`config.mk`:
```
export PLATFORM = sky130hd
export DESIGN_NAME = seg7_scan3
export DESIGN_NICKNAME = d
export VERILOG_FILES = /design/src/rtl/seg7_scan3.sv
export SDC_FILE = /design/constraint.sdc
export NUM_CORES = 1
export LEC_CHECK = 0
export CAP_MARGIN = 20
export CORE_MARGIN = 2
export CORE_UTILIZATION = 40
export CTS_BUF_LIST = sky130_fd_sc_hd__clkbuf_8
export CTS_CLUSTER_DIAMETER = 60
export DETAILED_ROUTE_END_ITERATION = 10
export DONT_BUFFER_PORTS = 1
export PLACE_DENSITY = 0.53
export SYNTH_ARGS = -nofsm -noshare
export SYNTH_HDL_FRONTEND = slang
export SYNTH_SLANG_ARGS = --single-unit
```
`constraint.sdc`:
```
create_clock -name clk -period 2.4 [get_ports clk]
set_input_delay 0.36 -clock clk [delete_from_list [all_inputs] [get_ports clk]]
set_output_delay 0.36 -clock clk [all_outputs]
set_load 0.02 [all_outputs]
```
`src/rtl/seg7_scan3.sv`:
```
// seg7_scan3: three-digit multiplexed driver for a common-anode 7-segment display.
// Ports: clk, rst_n (async low); load + numb1..3 (BCD units/tens/hundreds) in;
//   seg (active-low {g..a}), an (active-low, bit0=units), frame_done out.
module seg7_scan3 #(
   parameter int REFRESH_DIV = 50000,
   parameter int DEAD_CYC    = 4,
   parameter bit BLANK_LZ    = 1'b1
) (
   input  logic       clk,
   input  logic       rst_n,
   input  logic       load,
   input  logic [3:0] numb1,
   input  logic [3:0] numb2,
   input  logic [3:0] numb3,
   output logic [6:0] seg,
   output logic [2:0] an,
   output logic       frame_done
);

   localparam int PW = (REFRESH_DIV > 1) ? $clog2(REFRESH_DIV) : 1;
   localparam logic [PW-1:0] P_MAX = PW'(REFRESH_DIV - 1);
   localparam logic [PW-1:0] DEAD  = PW'(DEAD_CYC);

   logic [PW-1:0] p;
   logic [1:0]    i;
   logic [11:0]   shadow;
   logic [11:0]   disp;
   logic          p_wrap;
   logic          f_wrap;
   logic [3:0]    digit;
   logic          blank;
   logic [6:0]    seg_n;
   logic [2:0]    an_n;

   function automatic logic [6:0] enc(input logic [3:0] d);
      logic [6:0] s;
      case (d)
         4'd0:    s = 7'b1000000;
         4'd1:    s = 7'b1111001;
         4'd2:    s = 7'b0100100;
         4'd3:    s = 7'b0110000;
         4'd4:    s = 7'b0011001;
         4'd5:    s = 7'b0010010;
         4'd6:    s = 7'b0000010;
         4'd7:    s = 7'b1111000;
         4'd8:    s = 7'b0000000;
         4'd9:    s = 7'b0010000;
         default: s = 7'b0111111;
      endcase
      return s;
   endfunction

   assign p_wrap = (p == P_MAX);
   assign f_wrap = p_wrap && (i == 2'd2);

   always_ff @(posedge clk or negedge rst_n) begin
      if (!rst_n) begin
         p      <= '0;
         i      <= 2'd0;
         shadow <= '0;
         disp   <= '0;
      end else begin
         p <= p_wrap ? '0 : p + 1'b1;
         if (p_wrap)
            i <= (i == 2'd2) ? 2'd0 : i + 2'd1;
         if (load)
            shadow <= {numb3, numb2, numb1};
         // Commit at frame wrap; a load on that very cycle bypasses the shadow.
         if (f_wrap)
            disp <= load ? {numb3, numb2, numb1} : shadow;
      end
   end

   always_comb begin
      digit = disp[3:0];
      blank = 1'b0;
      seg_n = 7'b1111111;
      an_n  = 3'b111;
      case (i)
         2'd1:    digit = disp[7:4];
         2'd2:    digit = disp[11:8];
         default: digit = disp[3:0];
      endcase
      // Dash codes (10-15) are non-zero, so they never trigger blanking.
      if (BLANK_LZ) begin
         case (i)
            2'd2:    blank = (disp[11:8] == 4'd0);
            2'd1:    blank = (disp[11:8] == 4'd0) && (disp[7:4] == 4'd0);
            default: blank = 1'b0;
         endcase
      end
      if ((p >= DEAD) && !blank) begin
         an_n  = ~(3'b001 << i);
         seg_n = enc(digit);
      end
   end

   always_ff @(posedge clk or negedge rst_n) begin
      if (!rst_n) begin
         seg        <= 7'b1111111;
         an         <= 3'b111;
         frame_done <= 1'b0;
      end else begin
         seg        <= seg_n;
         an         <= an_n;
         frame_done <= f_wrap;
      end
   end

endmodule

```
**Word-level counts from Yosys, hierarchy flattened**

Memories as Yosys holds them, arrays and structs flattened.
Cells that the tools add are included.

- Output and inout bits: 11
- Input port bits: 15
- Flip-flop bits (word level): 53
- Bits in read-only memories: 112
- Memories: 1
- Logic and storage cells: 29

Memories:

| memory | words | bits a word | rd ports | clocked after Yosys merged registers in | wr ports | line | RTL |
|---|---|---|---|---|---|---|---|
| (name not given) | 16 | 7 | 1 | 0 | 0 | 37 | `case (d)` |

- $add $sub $neg: 2
- Bitwise gates (word level): 1
- Magnitude comparators: 1
- Shift operators: 1
- Mux-type cells: 7
- Reduce and logical (&&, ||, !) cells: 6
- Equality and inequality tests: 3

Operators with widths:

| kind | number |
|---|---|
| $add 16x1->16 const B | 1 |
| $eq 16x16->1 const B | 1 |
| $ge 16x3->1 const B | 1 |
| $mux 16 | 1 |
| $mux 12 | 1 |
| $logic_not 4->1 | 2 |
| $pmux 4 s2 | 1 |
| $mux 7 | 1 |
| $logic_and 1x1->1 | 3 |
| $mux 3 | 1 |
| $not 3->3 | 1 |
| $shl 1x2->3 const A | 1 |
| $add 2x1->2 const B | 1 |
| $eq 2x1->1 const B | 1 |
| $eq 2x2->1 const B | 1 |
| $mux 2 | 1 |
| $pmux 1 s2 | 1 |
| $logic_not 1->1 | 1 |

**Logic depth before layout (Yosys ltp)**

Gate-level depths: netlist of run 1.

- Depth in word-level cells: 6
- Gate-level depth with buffers: 9
- Depth with buffers taken out: 8

**Least setup slack after synthesis of run 1**

No wires, ideal clock.

- Path type: register to register
- From: register p[4]
- To: register disp[10]
- Required time: 2.275 ns
- Arrival time: 1.944 ns
- Clock period less this slack: 2.069 ns
- Path slack: 0.331 ns
- Setup time: 0.125 ns
- Buffers on the path: 2
- Cell stages (with the launch flop): 7
- Path through: dfrtp_1 > buf_6 > or4_4 > nor4_4 > nand3_2 > buf_6 > mux2_4

- Cells in the longest elaborated chain, start to end: 2

RTL lines:

| what | line | RTL |
|---|---|---|
| from (decl) | 24 | `logic [PW-1:0] p;` |
| from (signal assigned) | 63 | `p <= p_wrap ? '0 : p + 1'b1;` |
| $eq 16x16->1 | 53 | `assign p_wrap = (p == P_MAX);` |
| $logic_and 1x1->1 | 54 | `assign f_wrap = p_wrap && (i == 2'd2);` |
| to (signal assigned) | 70 | `disp <= load ? {numb3, numb2, numb1} : shadow;` |
| to (decl) | 27 | `logic [11:0] disp;` |

No other way between the ends.
A chain may end at the register's enable or synchronous reset.

**Worst setup path after layout of run 1**

- From: register p[5]
- To: register i[0]

- Cells in the longest elaborated chain, start to end: 1

RTL lines:

| what | line | RTL |
|---|---|---|
| $eq 16x16->1 | 53 |  |
| to (signal assigned) | 65 | `i <= (i == 2'd2) ? 2'd0 : i + 2'd1;` |
| to (decl) | 25 | `logic [1:0] i;` |

No other way between the ends.

==> results of run 1 <==
## logic make-up after synthesis
family          synth area share
simple gates              0.1516
flops                     0.5284
compound gates           0.06519
mux                       0.1254
buf+inv                  0.03012
xor+xnor                 0.04494
fa+ha+maj                0.05432
## cell usage in the layout (no fill, tap or decap), drive strengths merged, types with 2 or more instances in the layout
| cell type | instances |
|---|---|
| o21ai | 5 |
| nand3 | 13 |
| mux2 | 24 |
| a21oi | 6 |
| dfrtp | 43 |
| nand2 | 9 |
| xor2 | 7 |
| and3 | 4 |
| ha | 11 |
| nor3 | 5 |
| nand4 | 9 |
| buf | 3 |
| xnor2 | 6 |
| dfstp | 10 |
| a22oi | 4 |
| a21o | 3 |
| nor4 | 6 |
| a211oi | 2 |
| nor2 | 15 |
| clkbuf | 5 |
| inv | 11 |
## worst min path at each step
| stage | from | slack [ns] | to | cells after the start |
|---|---|---|---|---|
| 2_1_floorplan | rst_n | 0.06 | disp[0] | 0 |
| 3_3_place_gp | rst_n | 0.07 | p[10] | 0 |
| 3_5_place_dp | rst_n | 0.07 | p[8] | 0 |
| 4_1_cts | numb2[1] | 0.20 | shadow[5] | 1 |
| 5_1_grt | numb2[0] | 0.19 | shadow[4] | 1 |
| 6_report | numb2[1] | 0.21 | shadow[5] | 1 |
## per-layer routing
metal	routed length (um)	global-route usage
met1	2175	0.1924
met2	2118	0.2218
met3	194	0.03858
met4	27	0.03959
met5	0	0
## report_power, final
group	internal, mW	total, mW	switching [mW]
Combinational	0.0504	0.100	0.0500
Clock	0.217	0.525	0.308
Sequential	0.943	0.975	0.0320
Total	1.21	1.60	0.390
## per-stage QoR
| step | std cells | hold slack, ns | cell area [um2] | worst slack (ns) | total power, mW |
|---|---|---|---|---|---|
| floorplan | 210 | 0.06441 | 2534 | 0.3312 | 1.053 |
| global placement | 279 | 0.06613 | 2596 | 0.1574 | 1.067 |
| detailed placement | 279 | 0.06654 | 2596 | 0.08569 | 1.070 |
| finish | 289 | 0.2115 | 2736 | 0.1599 | 1.600 |
| CTS | 289 | 0.2007 | 2729 | 0.07262 | 1.629 |
| global route | 289 | 0.1925 | 2736 | 0.06705 | 1.684 |
## cell usage after synthesis (all sizes together) (2+ instances only)
cell,n,area share
a22oi,4,0.012
dfrtp,43,0.42
buf,4,0.012
nor3,5,0.0099
nor4,6,0.027
nor2,15,0.022
inv,8,0.012
and3,4,0.0099
nand2,9,0.013
clkbuf,4,0.0059
ha,11,0.054
mux2,24,0.12
nand4,9,0.022
o21ai,5,0.0099
a21oi,6,0.012
xor2,7,0.024
xnor2,6,0.021
a211oi,2,0.0059
a21o,3,0.0089
dfstp,10,0.10
nand3,13,0.028
## cell type report
type / count / area (um2) / share of cell area
clock buffers: 5 / 68.82 / 0.02515
clock inverters: 3 / 26.28 / 0.009602
inverters: 8 / 30.03 / 0.01097
multi-input cells: 141 / 1126 / 0.4115
flip-flops and latches: 53 / 1339 / 0.4893
well taps: 75 / 93.84 / 0.03429
repair buffers: 4 / 52.55 / 0.01920
## state kept, by name (all words and copies together), names as in the netlist
| name | cells |
|---|---|
| p | 16 |
| disp | 12 |
| shadow | 12 |
| seg | 7 |
| an | 3 |
| i | 2 |
| frame_done | 1 |
## critical path: stages (launching register included)
cell and delay, ns:
dfrtp_1 0.46, or4_4 0.56, or2_4 0.30, nor4_4 0.60
o21ai_0 0.18
## repair_timing
| item | in CTS | in global routing |
|---|---|---|
| endpoints found under the hold margin | 53 | 0 |
| gates resized for setup | 0 | 1 |
| endpoints found under the setup margin | 0 | 9 |
| hold buffers | 2 | 0 |
==> results.yml, run 1 <==
critical_path:
  cp_max_fo: 10
  cp.arrival_ns: 2.40
  worstSetupPathType: "flop to flop"
  start_kind: "flop"
  reg2regPathDepth: 4
  setup.worst_path.end: "i[0]"
  rr_endpoint: "i[0]"
  critPathCaptureType: "flop"
  worstPathRequired_ns: 2.56
  crit_start: "p[5]"
  rrSetupSlack_ns: 0.16
  timing.rr.start: "p[5]"
finish:
  nets: 239
  finalCoreUtilization: 0.4541
  area_growth_pct: 8.000
  n_antenna_cell: 0
  drive_gt1_frac: 0.2336
  fillers: 562
routing:
  vias: 1574
  first_pass_iters: 4
  route.detailed.drc: 0
  via_per_inst: 5.446
  drt_iter0_drc: 102
  wire_per_inst_um: 15.63
  ant_nets: 0
  wl_mm: 4.516
global_route:
  grt_pass1_wl_mm: 8.059
  grt.total_usage: 0.1413
  overflow: 0
  antenna_found_initial: 0
  grt_max_degree: 54
  grt_pass1_vias: 1671
floorplan:
  die_w_um: 83.59
  pin_count: 26
  die_area_um2: 6986
  coreArea_um2: 6026
  rows: 28
  dieHeight_um: 83.59
  initial_core_util: 0.4205
synth:
  postSynthCellCount: 210
  synth_area_um2: 2534
  synthFlopType: "dfrtp_1"
  seq_area_frac_synth: 0.5284
  syn_nets: 236
  synth-edff-count: 0
  async_reset_ff_frac: 1.000
  syn_area_per_cell_um2: 12.07
  synth.distinct_cells: 38
  ys_ff_latch: 53
  ys_warn_count: 0
cts:
  clk-insertion-delay-late_ns: 0.31
  htree_levels: 2
  clockBufferDepth: 2
  clkTransAtPathRegs_ns: 0.10
  post_cts_buffers: 0
  root_buffer: "clkbuf_8"
  cts_tree: "done"
  clock-sinks: 53
  cts_buffers: 5
timing:
  fin_setup_tns_ns: 0
  setup_viol: 0
  relSlewSlack: 0.5855
  finalHoldViolations: 0
  worst_pin_slew_ns: 0.6170
  max_clock_freq_mhz: 446.4
  period_share: 0.9334
  fin_crit_ns: 2.240
  drv_slew: 0
  clock_skew_ns: 0.009940
  rsz0062_at_grt: "no"
run_status:
  outcome: "finished clean"
pwr:
  peakVddDrop_uv: 303.4
  power_density_nw_per_um2: 584.6
  leakage_nw: 1.214
flow_run:
  drv_cap: 0
place:
  place.gp.congestion: 0.7683
  io_buffers: 0
  dp_hpwl_mm: 3.232
worst_hold_path:
  worstHoldPathType: "input port to flop"
Power figures use the tool's default switching activity.
==> inputs of run 2 (changes only) <==
- CELL_PAD_IN_SITES_DETAIL_PLACEMENT: default -> 2
- CELL_PAD_IN_SITES_GLOBAL_PLACEMENT: default -> 2
- PLACE_DENSITY: 0.53 -> 0.73
==> run 2 against run 1 <==
Final area is 1.1% higher. Clock power is 22% higher. Combinational power is 6% higher. Core utilization is 0.52 points higher. Power is 7.8% higher. Hold slack worse by 0.0067 ns. Critical path depth stayed put. First-iteration DRC count is 45% lower. Register-to-register slack better by 0.04 ns. Non-clock buffer count is 1 higher. Critical path type unchanged. Critical endpoint is now disp[8].
==> results.yml, run 2 (synthesized netlist as in run 1, its figures left out) <==
routing:
  wl_mm: 5.794
  vias: 1647
  drt_iter0_drc: 56
  via_per_inst: 5.679
  wire_per_inst_um: 19.98
  first_pass_iters: 4
  ant_nets: 0
  route.detailed.drc: 0
finish:
  largestRegisters: "p x16, disp x12, shadow x12"
  n_antenna_cell: 0
  multi_input_area_um2: 1126
  seq_area_um2: 1339
  fillers: 624
  layout_common_cells: "43 x dfrtp_1, 15 x nor2_1, 14 x mux2_2"
  area_growth_pct: 9.234
  nets: 240
  final_common_cell: "dfrtp_1"
  instances_no_fill: 290
  largest_register_ffs: 16
  regMostFlops: "p"
  drive_gt1_frac: 0.2372
pwr:
  peakVddDrop_uv: 387.3
  p_clk_frac: 0.373
  swShare: 0.2384
  leakage_nw: 1.230
  seqPwrFrac: 0.566
  switchingPower_uw: 411.2
  power_density_nw_per_um2: 623.1
  internal-power_mw: 1.313
  combPwrFrac: 0.062
critical_path:
  cp.arrival_ns: 2.41
  cp_max_fo: 12
  worstSetupPathType: "flop to flop"
  start_kind: "flop"
  critPathCaptureType: "flop"
  worstPathRequired_ns: 2.61
global_route:
  grt.total_usage: 0.1816
  overflow: 0
  grt_max_degree: 54
  antenna_found_initial: 0
  grt_pass1_wl_mm: 10.05
  grt_pass1_vias: 1890
timing:
  period_share: 0.9167
  clock_skew_ns: 0.007068
  rsz0062_at_grt: "no"
  drv_slew: 0
  setup_ws_ns: 0.2000
  max_clock_freq_mhz: 454.5
  finalHoldViolations: 0
  setup_viol: 0
  fin_crit_ns: 2.200
  fin_setup_tns_ns: 0
  relSlewSlack: 0.6837
  worst_pin_slew_ns: 0.4745
floorplan:
  coreArea_um2: 6026
  die_w_um: 83.59
  rows: 28
  die_area_um2: 6986
  pin_count: 26
  initial_core_util: 0.4205
  dieHeight_um: 83.59
place:
  dp_hpwl_mm: 4.041
  place.gp.congestion: 0.8310
  io_buffers: 0
  pre_cts_slack_ns: 0.05788
  dp_cells: 280
cts:
  cts_buffers: 5
  htree_levels: 2
  clock-sinks: 53
  clkTransAtPathRegs_ns: 0.10
  clockBufferDepth: 2
  cts_tree: "done"
  root_buffer: "clkbuf_8"
  clk-insertion-delay-late_ns: 0.32
run_status:
  outcome: "finished clean"
worst_hold_path:
  worstHoldPathType: "input port to flop"
flow_run:
  drv_cap: 0
run 2: changes by cell type in the layout (fill, tap and decap cells not counted), sizes merged:
cell | before | now
buf | 3 | 4
bufinv | 0 | 1
clkinv | 0 | 1
inv | 11 | 9
run 2: worst paths after layout:
path,startpoint,to,slack [ns],cells after the start
max in group asynchronous,rst_n,an[0],1.54,2
hold reg to reg,shadow[2],shadow[2],0.52,1
setup reg to reg,p[5],disp[8],0.20,4
min in group asynchronous,rst_n,p[15],0.56,2
hold / removal,numb3[3],shadow[11],0.20,1
setup / recovery,p[5],disp[8],0.20,4
run 2: final cells by class:
cell class | count | area share
clock buffers | 5 | 0.02486
clock inverters | 3 | 0.01808
inverters | 8 | 0.01085
multi-input cells | 141 | 0.4069
flip-flops and latches | 53 | 0.4837
well taps | 75 | 0.03391
repair buffers | 5 | 0.02170
run 2: through the flow:
stage,area [um2],util,power [mW],hold slack [ns]
2_1_floorplan,2534,-,1.053,0.06441
3_3_place_gp,2604,0.4321,1.068,0.06615
3_5_place_dp,2604,0.4321,1.076,0.06601
4_1_cts,2760,0.4581,1.755,0.1957
5_1_grt,2768,0.4593,1.804,0.1905
6_report,2768,0.4593,1.724,0.2049
run 2: routing by layer:
layer / track usage / part of all wire / wire (um)
met1: 0.2361 / 0.44 / 2572
met2: 0.2953 / 0.50 / 2908
met3: 0.04946 / 0.040 / 229
met4: 0.05718 / 0.014 / 82
met5: 0 / 0 / 0
run 2: power groups by stage:
stage | registers [mW] | logic [mW] | clock network, mW
finish | 0.975 | 0.106 | 0.643
global placement | 0.991 | 0.0775 | 0
floorplan | 0.985 | 0.0686 | 0
detailed placement | 0.994 | 0.0825 | 0
CTS | 0.977 | 0.110 | 0.668
global route | 0.980 | 0.121 | 0.702
run 2: timing repair:
| action | in CTS | in global routing |
|---|---|---|
| resized for setup | 0 | 1 |
| buffers inserted | 0 | 0 |
| setup endpoints to repair | 0 | 12 |
| hold buffers | 2 | 0 |
| endpoints found under the hold margin | 53 | 0 |
run 2: critical path, stage by stage, from the launching register on:
cell and delay (ns):
dfrtp_1 0.45, or4_4 0.56, nor4_4 0.43, nand3_4 0.27, mux2_4 0.37
==> inputs of run 3 (changes only) <==
- CTS_CLUSTER_SIZE: default -> 16
==> results of run 3 <==
The final DEF is identical to that of run 2; final timing and power are the same.
